===== config.mk =====
export PLATFORM = sky130hd
export DESIGN_NAME = rf_wb_arbiter
export DESIGN_NICKNAME = d
export VERILOG_FILES = /design/src/rtl/rf_wb_arbiter.sv
export SDC_FILE = /design/constraint.sdc
export NUM_CORES = 1
export LEC_CHECK = 0
export CAP_MARGIN = 15
export CORE_MARGIN = 2
export CORE_UTILIZATION = 43
export CTS_CLUSTER_SIZE = 12
export DETAILED_ROUTE_END_ITERATION = 8
export PLACE_DENSITY = 0.9
export SYNTH_ARGS = -nofsm -noshare
export SYNTH_HDL_FRONTEND = slang
export SYNTH_SLANG_ARGS = --single-unit

===== constraint.sdc =====
create_clock -name clk -period 4.3 [get_ports clk]
set_clock_uncertainty 0.05 [all_clocks]
set_input_delay 0.86 -clock clk [delete_from_list [all_inputs] [get_ports clk]]
set_output_delay 0.86 -clock clk [all_outputs]
set_load 0.01 [all_outputs]

===== src/rtl/rf_wb_arbiter.sv =====
`default_nettype none
// ============================================================================
// Module   : rf_wb_arbiter
// Brief    : Round-robin arbiter sharing the register file write port among
//            NREQ writeback requesters, with a registered output stage and a
//            pending-destination bitmap. RF_WB_FWD_EN adds read forwarding.
// Revision : 1.0 - initial release
// ============================================================================
module rf_wb_arbiter #(
    parameter  int NREQ    = 3,
    parameter  int A_WIDTH = 5,
    parameter  int D_WIDTH = 32,
    localparam int IDW     = $clog2(NREQ)
) (
    input  logic                      clk,
    input  logic                      rst_n,
    input  logic [NREQ-1:0]           req_valid,
    input  logic [NREQ*A_WIDTH-1:0]   req_addr,
    input  logic [NREQ*D_WIDTH-1:0]   req_data,
    output logic [NREQ-1:0]           req_ready,
    output logic                      we3,
    output logic [A_WIDTH-1:0]        ad3,
    output logic [D_WIDTH-1:0]        wd3,
    output logic [IDW-1:0]            grant_id,
`ifdef RF_WB_FWD_EN
    input  logic [A_WIDTH-1:0]        ad1,
    input  logic [A_WIDTH-1:0]        ad2,
    input  logic [D_WIDTH-1:0]        rd1_rf,
    input  logic [D_WIDTH-1:0]        rd2_rf,
    output logic [D_WIDTH-1:0]        rd1,
    output logic [D_WIDTH-1:0]        rd2,
`endif
    output logic [2**A_WIDTH-1:0]     pending
);

    localparam logic [IDW-1:0] c_LAST_RST = IDW'(NREQ - 1);

    logic                 r_we3;
    logic [A_WIDTH-1:0]   r_ad3;
    logic [D_WIDTH-1:0]   r_wd3;
    logic [IDW-1:0]       r_grant_id;
    logic [IDW-1:0]       r_last;

    logic                 w_found;
    logic [IDW-1:0]       w_win;
    logic [IDW-1:0]       w_idx;
    logic [NREQ-1:0]      w_grant;
    logic [A_WIDTH-1:0]   w_addr;
    logic [D_WIDTH-1:0]   w_data;
    logic [2**A_WIDTH-1:0] w_pending;

    // First valid requester searching from last+1 upward, wrapping at NREQ.
    always_comb begin
        w_found = 1'b0;
        w_win   = '0;
        w_idx   = '0;
        w_grant = '0;
        for (int k = 1; k <= NREQ; k++) begin
            w_idx = IDW'((int'(r_last) + k) % NREQ);
            if (!w_found && req_valid[w_idx]) begin
                w_found = 1'b1;
                w_win   = w_idx;
            end
        end
        w_grant[w_win] = w_found;
    end

    assign w_addr    = req_addr[w_win*A_WIDTH +: A_WIDTH];
    assign w_data    = req_data[w_win*D_WIDTH +: D_WIDTH];
    assign req_ready = w_grant;

    always_ff @(posedge clk or negedge rst_n) begin
        if (!rst_n) begin
            r_we3      <= 1'b0;
            r_ad3      <= '0;
            r_wd3      <= '0;
            r_grant_id <= '0;
            r_last     <= c_LAST_RST;
        end else if (w_found) begin
            // x0 grants complete the handshake but never reach the file.
            r_we3      <= (w_addr != '0);
            r_ad3      <= w_addr;
            r_wd3      <= w_data;
            r_grant_id <= w_win;
            r_last     <= w_win;
        end else begin
            r_we3      <= 1'b0;
        end
    end

    always_comb begin
        w_pending = '0;
        for (int i = 0; i < NREQ; i++) begin
            if (req_valid[i]) begin
                w_pending[req_addr[i*A_WIDTH +: A_WIDTH]] = 1'b1;
            end
        end
        if (r_we3) begin
            w_pending[r_ad3] = 1'b1;
        end
        w_pending[0] = 1'b0;
    end

    assign pending  = w_pending;
    assign we3      = r_we3;
    assign ad3      = r_ad3;
    assign wd3      = r_wd3;
    assign grant_id = r_grant_id;

`ifdef RF_WB_FWD_EN
    assign rd1 = (r_we3 && (ad1 == r_ad3)) ? r_wd3 : rd1_rf;
    assign rd2 = (r_we3 && (ad2 == r_ad3)) ? r_wd3 : rd2_rf;
`endif

endmodule
`default_nettype wire

==> Yosys cells after proc, flatten, opt, wreduce, memory -nomap -nowiden <==
Index checks and enable logic that the tools add are counted.
{ "word_totals": {"ff_bits": 42, "input_bits": 116, "output_inout_bits": 75} }
{ "classes": {"add_sub_neg": 3, "n_mul": 1, "n_div": 3, "n_lt_le_gt_ge": 13, "n_shift": 2, "mux": 27, "n_bitwise": 4, "reduce_logical": 10} }
{ "op_table": {"columns": ["op", "n"], "rows": [
  ["32-bit 2-to-1 mux", 4],
  ["32-bit by 3-bit remainder unit with 32-bit output, second input constant", 3],
  ["32-bit OR", 3],
  ["96-bit by 8-bit variable part select with 32-bit output", 1],
  ["5-bit by 6-bit less-than comparator with 1-bit output, second input constant", 4],
  ["1-bit demux with 5-bit select", 4],
  ["5-bit by 1-bit greater-or-equal comparator with 1-bit output, second input constant", 4],
  ["15-bit by 6-bit variable part select with 5-bit output", 1],
  ["2-bit by 3-bit less-than comparator with 1-bit output, second input constant", 4],
  ["1-bit 2-to-1 mux", 12],
  ["1-bit logical AND", 7],
  ["2-bit by 2-bit adder with 3-bit output, second input constant", 2],
  ["1-bit binary-select mux with 2-bit select", 3],
  ["2-bit 2-to-1 mux", 3],
  ["2-bit by 3-bit multiplier with 5-bit output, second input constant", 1],
  ["5-bit nonzero test", 1],
  ["2-bit by 1-bit adder with 3-bit output, second input constant", 1],
  ["3-bit AND", 1],
  ["1-bit demux with 2-bit select", 1],
  ["2-bit by 1-bit greater-or-equal comparator with 1-bit output, second input constant", 1],
  ["1-bit zero test", 2]
]} }

==> Logic depth before layout (Yosys ltp) <==
Gate-level depths: netlist of the first run.
{ "depth": {"word_depth": 16, "depth_mapped": 11, "ltp_nobuf": 9} }

==> Least setup slack after synthesis of the first run <==
Ideal clock, no wire load.
{ "synth_timing": {"kind": "input -> output", "from": "input port req_valid[2]", "to": "output port req_ready[0]", "t_arrival_ns": 2.233, "required_ns": 3.390, "path_slack_ns": 1.157, "stages": 7, "n_path_buf": 2, "cell_sequence": "or2b_2 > and3_2 > o21ai_2 > nand3_1 > buf_6 > buf_2 > nor2b_1"} }
{ "synth_between": {"elab_chain_len": 14, "elab_cells_between_ends": 22, "cone_classes": "order compare: 2; mux: 14; bitwise: 1; reduce/logical: 5"} }
{ "synth_rtl": {"columns": ["item", "line", "rtl"], "rows": [
  ["from (decl)", "17", "input logic [NREQ-1:0] req_valid,"],
  ["1-bit binary-select mux with 2-bit select", "60", "if (!w_found && req_valid[w_idx]) begin"],
  ["1-bit 2-to-1 mux (implied by the code)", "60", null],
  ["1-bit 2-to-1 mux", "60", null],
  ["1-bit zero test", "60", null],
  ["1-bit logical AND", "60", null],
  ["1-bit 2-to-1 mux", "60", null],
  ["1-bit zero test", "60", null],
  ["1-bit logical AND", "60", null],
  ["2-bit 2-to-1 mux", "60", null],
  ["2-bit by 3-bit less-than comparator with 1-bit output (implied by the code) or 2-bit by 1-bit greater-or-equal comparator with 1-bit output (tied branches)", "65", "w_grant[w_win] = w_found;"],
  ["1-bit logical AND (implied by the code)", "65", null],
  ["1-bit 2-to-1 mux (implied by the code)", "65", null],
  ["1-bit demux with 2-bit select", "65", null],
  ["3-bit AND (no line) (*)", null, null],
  ["to (decl)", "20", "output logic [NREQ-1:0] req_ready,"]
]} }
Mark *: on every way between the ends. The rest lies on a longest branch, timed or not. The select of a mux whose other input is x is not followed.

==> Final worst setup path of the first run <==
{ "layout_timing": {"from": "input port req_valid[1]", "to": "output port req_ready[1]"} }
Same word-level chain as after synthesis.

==> metrics.cfg, run 1 <==
[power_and_ir_drop]
powerDensity_mw_per_mm2=644
finalPower_mw=3.54
max-vdd-ir-drop_v=0.000517
p_leak_nw=2.22

[sta]
worstMarginPinSlew_ps=1030
rsz0062_at_grt=false
max_freq_mhz=247
timing.hold.ws_ps=461
fin_setup_tns_ps=0
fin_crit_ps=4050
maxSlewHeadroom=0.312
maxSlewViolCount=0
post-route-period-util=0.942
final_hold_viol_count=0
final-setup-viol-count=0

[clock_tree]
postCtsSetupRepairBufs=0
cts.repair.resized=0
clkTransAtPathRegs_ps=80
htreeDepth=2
cts-hold-fix-buffers=0
cts_sinks=41
tritoncts=yes
clockBufferDepth=2
insertion_delay_ps=290
cts-root-buf=clkbuf_8
cts_inserted_buffers=5

[floorplan]
ios=191
core_region_area_sq_mm=0.00781
start_util=0.448
fp-row-count=32
die-area_sq_mm=0.00887
die_h_um=94.2
die_x_um=94.2

[drt]
avgRoutedWirePerCell_um=20.9
drt-total-wl_um=14200
drt_pass1_iterations=6
vias=4245
dr.first_iter.drc_count=353
postRouteAntennaNets=0
via_per_inst=6.28
drc_errors=0

[worst_hold_path]
hold_path_class=reg2reg

[synth]
yosysWarnings=0
syn-cell-area_sq_mm=0.00350
synth_cell_types=56
synth_seq_cells=41
syn_avg_cell_area_sq_um=8.72
yosysTopAreaCell=dfrtp_1
synth_edf_count=0
synth_flop_cell=dfrtp_1
synth_area_leaders=dfrtp_1 (29%), mux2i_1 (11%), a22oi_1 (8.8%)
syn_inst=401
yosysSeqAreaShare=0.294
yosys.area.top_type_share=0.286
async_flop_share=1.00
syn-num-nets=521

[setup_path]
cp-end-kind=output pin
cp.required_ps=3390
criticalPathCategory=in2out
critical_path.reg2reg.startpoint=r_last[1]$_DFFE_PN1P_
r2r-end=ad3[0]$_DFFE_PN0P_
critPathArrivalTime_ps=3140
reg2reg_slack_ps=1140
crit_fanout=8
worstSetupStartpoint=req_valid[1]
start_kind=input port
cp-endpoint=req_ready[1]
rr_worst_depth=9

[grt]
grt_util_met3=0.0746
grt_max_degree=46
track_usage=0.321
grt_antenna_before_repair=0
busiest_layer=met2
met2_usage=0.577
grt_pass1_vias=4335
gr-total-overflow=0
grt_pass1_wl_um=22300
grt.met1_usage=0.368

[place]
post_dp_cell_area_sq_mm=0.00540
port_buffers=189
dp_hpwl_um=11100
gp_congestion=1.00

[finish]
fin_area_sq_mm=0.00549
synthToLayoutAreaGrowth_pct=57.1
layout_common_cells=clkdlybuf4s50_1 (188), a22oi_1 (41), mux2i_1 (40), dfrtp_1 (40), o21ai_0 (35)
post-route-util=0.704
final_nets=693
diodes=0
drive_gt1_frac=0.0784
layout_commonest_cell=clkdlybuf4s50_1

[outcome]
status=completed

[run]
drv_cap=0

[area by class of cell]
| cell class | instances | area, sq um |
|---|---|---|
| fillers | 621 | 2310 |
| multi-input cells | 314 | 2230 |
| repair buffers | 201 | 1980 |
| flip-flops and latches | 41 | 1030 |
| well taps | 102 | 128 |
| clock buffers | 7 | 86.3 |
| inverters | 10 | 37.5 |
| clock inverters | 1 | 7.51 |
[power by group]
group	total [mW]	switching [mW]	leakage [nW]	internal, mW
Sequential	0.777	0.174	0.486	0.602
Clock	0.262	0.132	0.0445	0.131
Combinational	2.50	1.30	1.69	1.20
[layer usage]
| layer | wire, um | part of all wire |
|---|---|---|
| met5 | 0 | 0 |
| met2 | 7050 | 0.50 |
| met1 | 5080 | 0.36 |
| met4 | 515 | 0.036 |
| met3 | 1510 | 0.11 |
[metrics by stage]
step                instances  worst slack [ps]
floorplan                 401              1160
global placement          668               311
detailed placement        668               251
CTS                       676               240
global route              676               155
finish                    676               250
[flip-flops by register name, indices dropped and copies added (netlist names)]
name and count:
ad3 5, grant_id 2, r_last 1, wd3 32, we3 1
[cell usage after synthesis, drive strengths merged (12+ instances only)]
| master | number |
|---|---|
| a21oi | 12 |
| a22oi | 41 |
| buf | 14 |
| clkbuf | 22 |
| dfrtp | 40 |
| mux2i | 40 |
| nand2 | 24 |
| nor2 | 25 |
| o21ai | 40 |
| o221ai | 17 |
| o22ai | 13 |
[worst min-delay path by stage]
stage	startpoint	endpoint	slack [ps]	depth (start not counted)
after detailed placement	grant_id[1]$_DFFE_PN0P_	grant_id[1]$_DFFE_PN0P_	440	2
after CTS	r_last[1]$_DFFE_PN1P_	r_last[1]$_DFFE_PN1P_	460	2
after global placement	grant_id[1]$_DFFE_PN0P_	grant_id[1]$_DFFE_PN0P_	410	2
final	r_last[1]$_DFFE_PN1P_	r_last[1]$_DFFE_PN1P_	460	2
after global routing	r_last[1]$_DFFE_PN1P_	r_last[1]$_DFFE_PN1P_	470	2
after floorplan	r_last[1]$_DFFE_PN1P_	r_last[1]$_DFFE_PN1P_	410	2
[critical path, cell delays in order]
cell             delay (ps)
clkdlybuf4s50_1         620
mux2i_1                 160
or3b_4                  420
a21o_1                  200
a221oi_4                290
clkdlybuf4s50_1         590
[kinds of logic after synthesis]
| group | share of synthesized area |
|---|---|
| fa+ha+maj | 0.0143 |
| mux | 0.124 |
| flops | 0.294 |
| simple gates | 0.179 |
| compound gates | 0.315 |
| buf+inv | 0.0726 |
| other cells | 0.00107 |
Power figures use the tool's default switching activity.
==> run 2, diff against run 1 <==
--- a/config.mk
+++ b/config.mk
@@ -6,11 +6,12 @@
 export NUM_CORES = 1
 export LEC_CHECK = 0
 export CAP_MARGIN = 15
-export CORE_MARGIN = 2
-export CORE_UTILIZATION = 43
+export CORE_MARGIN = 3
+export CORE_UTILIZATION = 44
+export CTS_BUF_LIST = sky130_fd_sc_hd__clkbuf_8
 export CTS_CLUSTER_SIZE = 12
 export DETAILED_ROUTE_END_ITERATION = 8
-export PLACE_DENSITY = 0.9
+export PLACE_DENSITY = 0.91
 export SYNTH_ARGS = -nofsm -noshare
 export SYNTH_HDL_FRONTEND = slang
 export SYNTH_SLANG_ARGS = --single-unit
==> run 2 against run 1 <==
Flip-flop and latch count stayed put. Combinational power hardly changed. Sequential power hardly changed. Final cell count is 0.30% lower. Sequential share of layout area is 0.072 points lower. Critical endpoint unchanged. Largest cell class unchanged.
==> metrics.cfg, run 2 (same netlist as run 1, synthesis figures left out) <==
[outcome]
status=completed

[worst_hold_path]
hold_path_class=reg2reg

[finish]
synthToLayoutAreaGrowth_pct=57.7
final_nets=695  ; +0.29%
ff_latch_area_sq_mm=0.00103  ; unchanged
multiInputGateArea_sq_mm=0.00223  ; unchanged
fin_area_sq_mm=0.00551  ; +0.39%
diodes=0  ; unchanged
largest_reg_flops=32  ; unchanged
layout_common_cells=clkdlybuf4s50_1 (188), a22oi_1 (41), mux2i_1 (40), dfrtp_1 (40), o21ai_0 (35)
layout_commonest_cell=clkdlybuf4s50_1
layoutNonFillerInstCount=674  ; -0.30%
nFillCells=529  ; -15%
drive_gt1_frac=0.0817  ; +0.00334

[setup_path]
cp_num_buf_inv=2  ; unchanged
crit_fanout=8  ; unchanged
cp-end-kind=output pin
critPathArrivalTime_ps=3110  ; -30 ps
max_stage_delay_ps=620  ; about the same
cp_cell_sequence=clkdlybuf4s50_1 -> mux2i_1 -> or3b_4 -> a21o_1 -> a221oi_4 -> clkdlybuf4s50_1
cp.required_ps=3390  ; about the same
crit_slowest_cell=clkdlybuf4s50_1
crit_family=buffers and inverters
start_kind=input port
criticalPathCategory=in2out
cpMostUsedCell=clkdlybuf4s50_1

[clock_tree]
cts.repair.resized=0  ; unchanged
postCtsSetupRepairBufs=0  ; unchanged
cts-root-buf=clkbuf_8
clkTransAtPathRegs_ps=80  ; about the same
cts_inserted_buffers=5  ; unchanged
cts_sinks=41  ; unchanged
htreeDepth=2  ; unchanged
insertion_delay_ps=290  ; about the same
clockBufferDepth=2  ; unchanged
cts-hold-fix-buffers=0  ; unchanged
tritoncts=yes

[place]
gp_congestion=0.953  ; -4.8%
post_dp_cell_area_sq_mm=0.00541  ; +0.21%
place_inst=667  ; -0.15%
dp_hpwl_um=11300  ; +1.7%
port_buffers=189  ; unchanged

[power_and_ir_drop]
powerDensity_mw_per_mm2=653  ; +1.4%
p_leak_nw=2.24  ; +0.92%
finalPower_mw=3.60  ; +1.8%
max-vdd-ir-drop_v=0.000357  ; -31%

[sta]
fin_crit_ps=4020  ; -25.7 ps
maxSlewViolCount=0  ; unchanged
post-route-period-util=0.936  ; -0.00597
final_hold_viol_count=0  ; unchanged
rsz0062_at_grt=false
max_freq_mhz=248  ; +0.64%
final-setup-viol-count=0  ; unchanged
maxSlewHeadroom=0.403  ; +0.0904
worstMarginPinSlew_ps=896  ; -133 ps
fin_setup_tns_ps=0  ; unchanged

[grt]
grt_max_degree=42  ; -8.7%
track_usage=0.318  ; -0.00260
grt_pass1_wl_um=22400  ; +0.71%
grt_antenna_before_repair=0  ; unchanged
gr-total-overflow=0  ; unchanged
grt_pass1_vias=4404  ; +1.6%

[floorplan]
die_x_um=95.2  ; +1.0%
die-area_sq_mm=0.00905  ; +2.1%
ios=191  ; unchanged
die_h_um=95.2  ; +1.0%
fp-row-count=31  ; -3.1%
start_util=0.467  ; +0.0192
core_region_area_sq_mm=0.00749  ; -4.1%

[drt]
drt_pass1_iterations=5  ; -1
postRouteAntennaNets=0  ; unchanged
drc_errors=0  ; unchanged
dr.first_iter.drc_count=275  ; -22%
vias=4200  ; -1.1%
avgRoutedWirePerCell_um=21.2  ; +1.2%
drt-total-wl_um=14300  ; +0.95%
via_per_inst=6.23  ; -0.77%

[run]
drv_cap=0  ; unchanged

run 2: cell type report:
type / count / share of cell area
well taps: 99 / 0.0225
inverters: 10 / 0.00681
repair buffers: 203 / 0.361
clock inverters: 2 / 0.00635
multi-input cells: 314 / 0.404
flip-flops and latches: 41 / 0.186
clock buffers: 5 / 0.0125
run 2: worst paths after layout:
check	startpoint	endpoint	slack, ps	depth (start not counted)
min in group asynchronous	rst_n	wd3[25]$_DFFE_PN0P_	640	1
max reg2reg	r_last[1]$_DFFE_PN1P_	ad3[2]$_DFFE_PN0P_	1240	9
min	grant_id[1]$_DFFE_PN0P_	grant_id[1]$_DFFE_PN0P_	460	2
max in group asynchronous	rst_n	wd3[16]$_DFFE_PN0P_	3010	1
min reg2reg	grant_id[1]$_DFFE_PN0P_	grant_id[1]$_DFFE_PN0P_	460	2
max	req_valid[1]	req_ready[1]	280	6
run 2: worst reg2reg max path, stage by stage, from the launching register on:
cell and delay [ps]:
dfstp_2 570, ha_1 330, or3b_2 470, a32oi_1 190, nand3_2 210, inv_1 130, buf_4 370, mux2_2 390
mux2i_1 130, o21ai_1 80
run 2: power breakdown:
| group | total, mW | switching, mW | internal, mW |
|---|---|---|---|
| sequential | 0.778 | 0.176 | 0.602 |
| clock | 0.307 | 0.138 | 0.169 |
| combinational | 2.52 | 1.29 | 1.22 |
run 2: metrics by stage:
stage	utilization	hold slack, ps	setup WS (ps)
2_1_floorplan	-	408	1160
3_3_place_gp	0.723	412	305
3_5_place_dp	0.723	433	261
4_1_cts	0.737	451	251
5_1_grt	0.737	468	196
6_report	0.737	455	276
run 2: layer usage:
| layer | share of wire | GRT usage | wire length, um | up-vias |
|---|---|---|---|---|
| met5 | 0 | 0 | 0 | - |
| met4 | 0.036 | 0.131 | 511 | 0 |
| met3 | 0.097 | 0.0923 | 1390 | 37 |
| met2 | 0.49 | 0.542 | 7040 | 260 |
| met1 | 0.37 | 0.374 | 5350 | 2011 |
| li1 | - | - | - | 1892 |
==> run 3, diff against run 2 <==
--- a/config.mk
+++ b/config.mk
@@ -5,13 +5,15 @@
 export SDC_FILE = /design/constraint.sdc
 export NUM_CORES = 1
 export LEC_CHECK = 0
+export ABC_AREA = 1
 export CAP_MARGIN = 15
 export CORE_MARGIN = 3
 export CORE_UTILIZATION = 44
 export CTS_BUF_LIST = sky130_fd_sc_hd__clkbuf_8
 export CTS_CLUSTER_SIZE = 12
 export DETAILED_ROUTE_END_ITERATION = 8
-export PLACE_DENSITY = 0.91
+export PLACE_DENSITY = 0.92
+export REMOVE_ABC_BUFFERS = 1
 export SYNTH_ARGS = -nofsm -noshare
 export SYNTH_HDL_FRONTEND = slang
 export SYNTH_SLANG_ARGS = --single-unit
==> run 3 against run 2 <==
Clock-buffer cell count rose by 1. Via count is 13% higher. Final cell count rose by 17%. Clock power is 11% lower. Sequential share of layout area about the same. Area after synthesis decreased by 0.86%. Non-clock buffer count unchanged. Synthesized cell count is 25% higher. Critical path type unchanged. Highest routed layer unchanged. Die area fell by 0.81%.
==> metrics.cfg, run 3 <==
[clock_tree]
postCtsSetupRepairBufs=0  ; unchanged
htreeDepth=2  ; unchanged
cts-root-buf=clkbuf_8
cts_sinks=41  ; unchanged
cts_inserted_buffers=5  ; unchanged
cts-hold-fix-buffers=0  ; unchanged
clkTransAtPathRegs_ps=70  ; about the same
clockBufferDepth=2  ; unchanged
cts.repair.resized=0  ; unchanged
tritoncts=yes
insertion_delay_ps=290  ; about the same

[finish]
diodes=0  ; unchanged
largest_reg_flops=32  ; unchanged
drive_gt1_frac=0.0684  ; -0.0133
layout_commonest_cell=clkdlybuf4s50_1
layout_common_cells=clkdlybuf4s50_1 (188), nand2_1 (122), nand3_1 (61), dfrtp_1 (40), inv_1 (37)
synthToLayoutAreaGrowth_pct=59.4
final_nets=806  ; +16%

[setup_path]
start_kind=input port
crit_fanout=8  ; unchanged
critPathArrivalTime_ps=3150  ; +40 ps
criticalPathCategory=in2out
cp-end-kind=output pin
cp.required_ps=3390  ; about the same

[drt]
maxUsedRoutingLayer=met4
drc_errors=0  ; unchanged
avgRoutedWirePerCell_um=18.7  ; -12%
wl_met1_um=5270  ; -1.4%
drt-total-wl_um=14700  ; +2.9%
route.met3.wl_um=1600  ; +16%
met2WireLength_um=6900  ; -2.0%
postRouteAntennaNets=0  ; unchanged
dr.first_iter.drc_count=309  ; +12%
drt_pass1_iterations=6  ; +1
vias=4728  ; +13%
via_per_inst=6.02  ; -3.5%

[grt]
grt_pass1_vias=4679  ; +6.2%
grt_max_degree=57  ; +36%
gr-total-overflow=0  ; unchanged
grt_pass1_wl_um=23100  ; +2.8%
grt_antenna_before_repair=0  ; unchanged
track_usage=0.326  ; +0.00737

[power_and_ir_drop]
max-vdd-ir-drop_v=0.000536  ; +50%
powerDensity_mw_per_mm2=742  ; +14%
p_leak_nw=2.27  ; +1.3%

[synth]
synth_area_leaders=dfrtp_1 (29%), nand2_1 (13%), nand3_1 (8.8%)
syn_inst=500  ; +25%
async_flop_share=1.00  ; unchanged
yosysMostFrequentCell=nand2_1
synth_cell_types=35  ; -38%
yosysSeqAreaShare=0.296  ; +0.00254
yosysWarnings=0  ; unchanged
synth_edf_count=0  ; unchanged
yosysTopAreaCell=dfrtp_1
yosys.area.top_type_share=0.289  ; +0.00248
syn-cell-area_sq_mm=0.00347  ; -0.86%
syn_avg_cell_area_sq_um=6.93  ; -20%
ys_top_cells_by_count=nand2_1 (122), nand3_1 (61), dfrtp_1 (40)
synth_flop_cell=dfrtp_1
synth_seq_cells=41  ; unchanged

[sta]
maxSlewHeadroom=0.381  ; -0.0218
maxSlewViolCount=0  ; unchanged
post-route-period-util=0.944  ; +0.00817
worstMarginPinSlew_ps=929  ; +32.7 ps
max_freq_mhz=246  ; -0.87%
fin_crit_ps=4060  ; +35.1 ps
final_hold_viol_count=0  ; unchanged
rsz0062_at_grt=false
fin_setup_tns_ps=0  ; unchanged
fin_ws_ps=241  ; -35.1 ps
final-setup-viol-count=0  ; unchanged

[run]
drv_cap=0  ; unchanged

[floorplan]
die-area_sq_mm=0.00898  ; -0.81%
fp-row-count=31  ; unchanged
die_h_um=94.8  ; -0.40%
start_util=0.466  ; -0.00160
core_region_area_sq_mm=0.00745  ; -0.52%
ios=191  ; unchanged
die_x_um=94.8  ; -0.40%

[worst_hold_path]
hold_path_class=reg2reg

[place]
dp_hpwl_um=11500  ; +1.8%
dp_slack_ps=329  ; +67.6 ps
port_buffers=189  ; unchanged
gp_congestion=1.05  ; +9.7%

[outcome]
status=completed

run 3: worst max-delay path: stages:
cell and delay, ps:
clkdlybuf4s50_1 610, inv_1 190, nor3_1 490, inv_1 90
o221ai_1 310, clkdlybuf4s50_1 600
run 3: metal layers:
| layer | track usage | vias to the layer above |
|---|---|---|
| met5 | 0 | - |
| met2 | 0.534 | 360 |
| met1 | 0.392 | 2136 |
| li1 | - | 2150 |
| met3 | 0.0765 | 82 |
| met4 | 0.179 | 0 |
run 3: final timing paths:
check | startpoint | to | slack (ps) | depth (start not counted)
worst max-delay path | req_addr[8] | pending[24] | 240 | 6
worst min-delay path | wd3[9]$_DFFE_PN0P_ | wd3[9]$_DFFE_PN0P_ | 450 | 2
worst max register to register | grant_id[0]$_DFFE_PN0P_ | we3$_DFF_PN0_ | 1390 | 16
worst min register to register | wd3[9]$_DFFE_PN0P_ | wd3[9]$_DFFE_PN0P_ | 450 | 2
max in group asynchronous | rst_n | ad3[0]$_DFFE_PN0P_ | 2960 | 1
min in group asynchronous | rst_n | wd3[25]$_DFFE_PN0P_ | 650 | 1
run 3: final cells by class:
| cell class | count | area [sq um] |
|---|---|---|
| fillers | 601 | 1920 |
| repair buffers | 203 | 1990 |
| inverters | 44 | 168 |
| multi-input cells | 391 | 2120 |
| clock buffers | 6 | 82.6 |
| clock inverters | 2 | 13.8 |
| flip-flops and latches | 41 | 1030 |
| well taps | 99 | 124 |
run 3: through the flow:
stage	power, mW	utilization	area [sq um]	std cells	hold slack (ps)
after detailed placement	3.80	0.729	5430	778	436
final	4.10	0.742	5530	786	448
after floorplan	2.50	-	3310	476	451
after CTS	4.10	0.742	5530	786	453
after global routing	4.46	0.742	5530	786	475
after global placement	3.72	0.729	5430	778	417
run 3: logic make-up after synthesis:
kind of cell    count (synthesis)  synth area share
fa+ha+maj                       4            0.0144
compound gates                132             0.267
flops                          41             0.296
buf+inv                        68            0.0935
simple gates                  254             0.327
other cells                     1           0.00108
run 3: power by group:
part | switching, mW | internal, mW | total, mW
Combinational | 1.82 | 1.24 | 3.05
Clock | 0.142 | 0.130 | 0.272
Sequential | 0.153 | 0.624 | 0.777
